File: src/rtl/updown_mod_counter_pkg.sv
// Shared constants for the up/down modulo counter: direction and boundary-mode encodings.
package updown_mod_counter_pkg;

  localparam logic MODE_UP   = 1'b1;
  localparam logic MODE_DOWN = 1'b0;

  localparam logic BND_WRAP  = 1'b0;
  localparam logic BND_SAT   = 1'b1;

endpackage

File: src/rtl/updown_step.sv
// Combinational boundary arithmetic: one up or down step of count within 0..limit.
module updown_step
  import updown_mod_counter_pkg::*;
#(
  parameter int WIDTH = 8
) (
  input  logic [WIDTH-1:0] count,
  input  logic [WIDTH-1:0] limit,
  input  logic             mode,
  input  logic             sat,
  output logic [WIDTH-1:0] next_count,
  output logic             hit_max,
  output logic             hit_min
);

  localparam logic [WIDTH-1:0] ONE = {{(WIDTH-1){1'b0}}, 1'b1};

  always_comb begin
    next_count = count;
    hit_max    = 1'b0;
    hit_min    = 1'b0;
    if (mode == MODE_UP) begin
      // count >= limit also catches a stale count left above a shrunk limit
      if (count < limit) begin
        next_count = count + ONE;
      end else begin
        hit_max    = 1'b1;
        next_count = (sat == BND_SAT) ? limit : '0;
      end
    end else begin
      if (count != '0) begin
        next_count = count - ONE;
      end else begin
        hit_min    = 1'b1;
        next_count = (sat == BND_SAT) ? '0 : limit;
      end
    end
  end

endmodule

File: src/rtl/updown_mod_counter.sv
// Up/down counter with programmable limit, load, enable and wrap/saturate boundaries.
module updown_mod_counter
  import updown_mod_counter_pkg::*;
#(
  parameter int               WIDTH   = 8,
  parameter logic [WIDTH-1:0] RST_VAL = '0
) (
  input  logic             clk,
  input  logic             rst,
  input  logic             en,
  input  logic             mode,
  input  logic             sat,
  input  logic [WIDTH-1:0] limit,
  input  logic             load,
  input  logic [WIDTH-1:0] load_val,
  output logic [WIDTH-1:0] count,
  output logic             ovf,
  output logic             unf,
  output logic             at_max,
  output logic             at_min
);

  logic [WIDTH-1:0] step_count;
  logic [WIDTH-1:0] load_clamped;
  logic             hit_max;
  logic             hit_min;

  updown_step #(.WIDTH(WIDTH)) u_step (
    .count      (count),
    .limit      (limit),
    .mode       (mode),
    .sat        (sat),
    .next_count (step_count),
    .hit_max    (hit_max),
    .hit_min    (hit_min)
  );

  assign load_clamped = (load_val > limit) ? limit : load_val;

  always_ff @(posedge clk or negedge rst) begin
    if (!rst) begin
      count <= RST_VAL;
      ovf   <= 1'b0;
      unf   <= 1'b0;
    end else if (load) begin
      count <= load_clamped;
      ovf   <= 1'b0;
      unf   <= 1'b0;
    end else if (en) begin
      count <= step_count;
      ovf   <= hit_max;
      unf   <= hit_min;
    end else begin
      ovf   <= 1'b0;
      unf   <= 1'b0;
    end
  end

  assign at_max = (count >= limit);
  assign at_min = (count == '0);

endmodule

File: config.mk
export PLATFORM = sky130hd
export DESIGN_NAME = updown_mod_counter
export DESIGN_NICKNAME = d
export VERILOG_FILES = /design/src/rtl/updown_mod_counter_pkg.sv /design/src/rtl/updown_step.sv /design/src/rtl/updown_mod_counter.sv
export SDC_FILE = /design/constraint.sdc
export NUM_CORES = 1
export LEC_CHECK = 0
export ABC_AREA = 0
export BUFFER_PORTS_ARGS = -buffer_cell sky130_fd_sc_hd__buf_2
export CAP_MARGIN = 10
export CORE_MARGIN = 1
export CORE_UTILIZATION = 55
export DETAILED_ROUTE_END_ITERATION = 16
export PLACE_DENSITY = 0.79
export SLEW_MARGIN = 20
export SYNTH_ARGS = -nofsm -noshare
export SYNTH_HDL_FRONTEND = slang
export SYNTH_HIERARCHICAL = 1
export SYNTH_SLANG_ARGS = --single-unit
File: constraint.sdc
create_clock -name clk -period 3.5 [get_ports clk]
set_clock_uncertainty 0.15 [all_clocks]
set_input_delay 0.35 -clock clk [delete_from_list [all_inputs] [get_ports clk]]
set_output_delay 0.35 -clock clk [all_outputs]
set_load 0.02 [all_outputs]
==> Implementation_results.wiki <==
{| class="wikitable"
! Metric !! Value
|-
| Design Area, Final || 2010 um2
|-
| Total leakage power || 0.936 nW
|-
| Unrepaired setup endpoints after global routing || no
|-
| Chain of cells forming the critical path || ha_1 -> a21oi_1 -> o21ai_0 -> a21oi_1 -> buf_4 -> mux2_2 -> mux2i_1 -> a211oi_1 -> a31oi_1
|-
| Core area || 3050 um2
|-
| Beginning of the worst hold path || load_val[0]
|-
| Post-CTS Hold Buffers || 1
|-
| Power Density || 316 nW/um2
|-
| Nature of the critical path endpoint || register
|-
| Maximum root-to-sink buffer count || 2
|-
| Clock tree from TritonCTS || built
|-
| Number of synthesized flops with an enable pin || 0
|-
| Arrival @ worst endpoint || 2.83 ns
|-
| Top flip-flop cell by instance count after synthesis || sky130_fd_sc_hd__dfrtp_1
|-
| Cell area after synthesis || 1760 um2
|-
| Achievable Freq || 357 MHz
|-
| Max VDD drop || 0.000167 V
|-
| Number of antenna violations at the first check in global routing || 0
|-
| Pin count of the biggest net entering global routing || 20
|-
| Total of warnings raised by yosys || 6
|-
| Post-Route WL || 4.53 mm
|-
| H-tree depth || 1
|-
| Final Cycle Share || 80.0%
|-
| Final critical-path required period || 2.80 ns
|-
| Critical Path RT || 3.53 ns
|-
| Number of hold-slack violations in the final timing report || 0
|-
| Clock insertion delay at the later pin of the skew report || 0.26 ns
|-
| Worst-margin pin slew || 0.610 ns
|-
| Wire length of the first global-routing pass || 7.37 mm
|-
| Number of antenna repair diodes || 0
|-
| Setup crit start kind || register
|-
| Launch instance of the worst register-to-register path || count[7]
|-
| Via count || 1,829
|-
| Average detailed-routed wire length per instance || 15.0 um
|-
| Layout area overhead || 14.0%
|-
| Length of the first detailed-routing pass in iterations || 5
|-
| Most area-consuming cells after synthesis || sky130_fd_sc_hd__ha_1 (18%), sky130_fd_sc_hd__dfrtp_1 (14%), sky130_fd_sc_hd__nand3_1 (4.8%), sky130_fd_sc_hd__inv_1 (4.7%), sky130_fd_sc_hd__o21ai_0 (4.0%)
|-
| Worst-case headroom to the max-slew limit || 59.3%
|-
| Worst Setup Path Type || reg -> reg
|-
| Number of maximum-capacitance constraint violations || 0
|-
| Number of flip-flops and latches in the synthesized netlist || 10
|-
| GRT Total Usage || 27.6%
|-
| Bufs and invs on worst path || 1
|-
| Die X-Extent || 58.6 um
|-
| Setup TNS || 0 ns
|-
| Clock slew at reported path FFs || 0.07 ns
|-
| Final antenna-violating net count || 0
|-
| Cells after synthesis || 226
|-
| Placed standard-cell area || 1970 um2
|-
| Result of the run || complete, no violations
|-
| Drc violations || 0
|-
| Post-CTS setup-driven buffer insertion count || 0
|-
| Violation count after the first detailed-route iteration || 168
|-
| Clock sink count || 10
|-
| Via density || 6.04
|-
| Initial standard-cell utilization of the core || 57.7%
|-
| Slowest cell on the critical path || sky130_fd_sc_hd__dfrtp_1
|-
| I/O pin count || 34
|-
| Residual overflow from global routing || 0
|-
| # port buffers || 33
|-
| Library cell used as clock root buffer || sky130_fd_sc_hd__clkbuf_4
|-
| Vias in the first global route || 1,562
|-
| Final Net Count || 309
|-
| Count of standard-cell rows || 20
|-
| Mean cell area of the mapped netlist || 7.79 um2
|-
| Number of clock buffers inserted by TritonCTS || 3
|-
| Syn nets || 274
|-
| Hold crit path type || in -> reg
|-
| Post-synthesis sequential area ratio || 14.2%
|-
| Source of the critical timing path || count[7]
|-
| Final RePlAce weighted congestion || 0.884
|-
| Die Ht || 58.6 um
|-
| Number of distinct library cells after synthesis || 52
|-
| Proportion of layout cells with a drive suffix above 1 || 22.8%
|-
| Fraction of synthesis flops using an asynchronous set or reset pin || 100%
|-
| Final setup viols || 0
|-
| Die footprint || 3430 um2
|-
| Number of gates given a new drive strength after cts || 0
|-
| Area share of the largest cell type after synthesis || 18.5%
|-
| CP peak stage delay || 0.51 ns
|-
| Crit path max fanout || 10
|-
| Number of max-slew violations in the final report || 0
|-
| Cell accounting for the most synthesized area || sky130_fd_sc_hd__ha_1
|-
| Library cell appearing most often on the critical path || sky130_fd_sc_hd__a21oi_1
|-
| Gate family responsible for the most delay along the worst path || compound AO/OA/AOI/OAI gates
|-
| HPWL after detailed placement || 3.49 mm
|}
[layout by cell type, fill, tap and decap left out, types with 6 or more instances in the layout]
cell                       Yosys  routed
sky130_fd_sc_hd__nand3_1      17      17
sky130_fd_sc_hd__nand2_1      16      16
sky130_fd_sc_hd__a211oi_1      9       9
sky130_fd_sc_hd__buf_2         2      33
sky130_fd_sc_hd__nor2_1        7       7
sky130_fd_sc_hd__a31oi_1      11      11
sky130_fd_sc_hd__o21ai_0      14      14
sky130_fd_sc_hd__dfrtp_1      10      10
sky130_fd_sc_hd__inv_1        22      22
sky130_fd_sc_hd__nor2b_1      11      11
sky130_fd_sc_hd__buf_4         1       6
sky130_fd_sc_hd__ha_1         26      26
sky130_fd_sc_hd__a21oi_1      12      12
[Yosys cell counts, drive strengths merged, types with 3 or more instances]
cell type and count:
or3 4, o21ai 17, dfrtp 10, nor2 8
nor4 3, nand3 17, inv 22, a211oi 10
nand4 3, nor2b 12, a21oi 12, o22ai 3
ha 26, nand2b 3, nand2 16, mux2i 3
buf 4, nor3 5, a31oi 11, mux2 3
xnor2 4, clkbuf 6
[through the flow]
step / hold slack [ns] / util (%) / power (mW) / cells / setup slack [ns]
floorplan: -0.0956 / - / 0.441 / 226 / 0.965
global placement: 0.0720 / 64.7 / 0.547 / 299 / 0.722
detailed placement: 0.0723 / 64.7 / 0.553 / 299 / 0.671
CTS: 0.226 / 65.7 / 0.630 / 303 / 0.762
global route: 0.247 / 65.7 / 0.683 / 303 / 0.501
finish: 0.227 / 65.7 / 0.635 / 303 / 0.701
[registers in the layout, indices dropped and copies added, names as in the netlist]
signal / cells
ovf: 1
unf: 1
count: 8
[power by group]
| group | switching, mW | leakage [nW] | total (mW) | internal, mW |
|---|---|---|---|---|
| Combinational | 0.240 | 0.801 | 0.407 | 0.167 |
| Clock | 0.0366 | 0.0138 | 0.0762 | 0.0395 |
| Sequential | 0.0210 | 0.121 | 0.151 | 0.130 |
| Total | 0.298 | 0.936 | 0.635 | 0.337 |
[logic make-up (layout without fill, tap and decap cells)]
family | count (synthesis) | count (layout) | share of synthesized area [%]
and+or+nand+nor | 79 | 79 | 26.4
AOI/OAI and AO/OA | 67 | 67 | 26.7
buffers and inverters | 32 | 65 | 7.60
adders and majority gates | 26 | 26 | 18.5
DFF | 10 | 10 | 14.2
xor gates and xnor gates | 6 | 6 | 2.99
muxes | 6 | 6 | 3.62
[worst reg2reg max path, stage by stage (launching register included)]
cell	delay (ns)
sky130_fd_sc_hd__dfrtp_1	0.51
sky130_fd_sc_hd__ha_1	0.31
sky130_fd_sc_hd__a21oi_1	0.14
sky130_fd_sc_hd__o21ai_0	0.13
sky130_fd_sc_hd__a21oi_1	0.51
sky130_fd_sc_hd__buf_4	0.27
sky130_fd_sc_hd__mux2_2	0.34
sky130_fd_sc_hd__mux2i_1	0.14
sky130_fd_sc_hd__a211oi_1	0.09
sky130_fd_sc_hd__a31oi_1	0.14
[path summary, 6_finish.rpt]
check,to,slack [ns],cells after the start
setup / recovery,count[3],0.70,9
hold / removal,count[0],0.23,3
setup reg to reg,count[3],0.70,9
hold reg to reg,count[1],0.73,4
max in group asynchronous,count[7],2.67,2
min in group asynchronous,count[2],0.33,2
[routing by layer]
metal	GRT usage, %	wire [um]
met5	0	0
met4	4.76	40
met3	2.42	232
met2	45.0	2130
met1	40.4	2130
[cell type report]
type	instances	area, um2
Clock buffer	3	22.5
Multi-Input combinational cell	184	1380
Inverter	22	82.6
Sequential cell	10	250
Fill cell	304	1050
Tap cell	44	55.1
Timing Repair Buffer	40	220
Note: power is estimated with default switching activity, not from simulation.
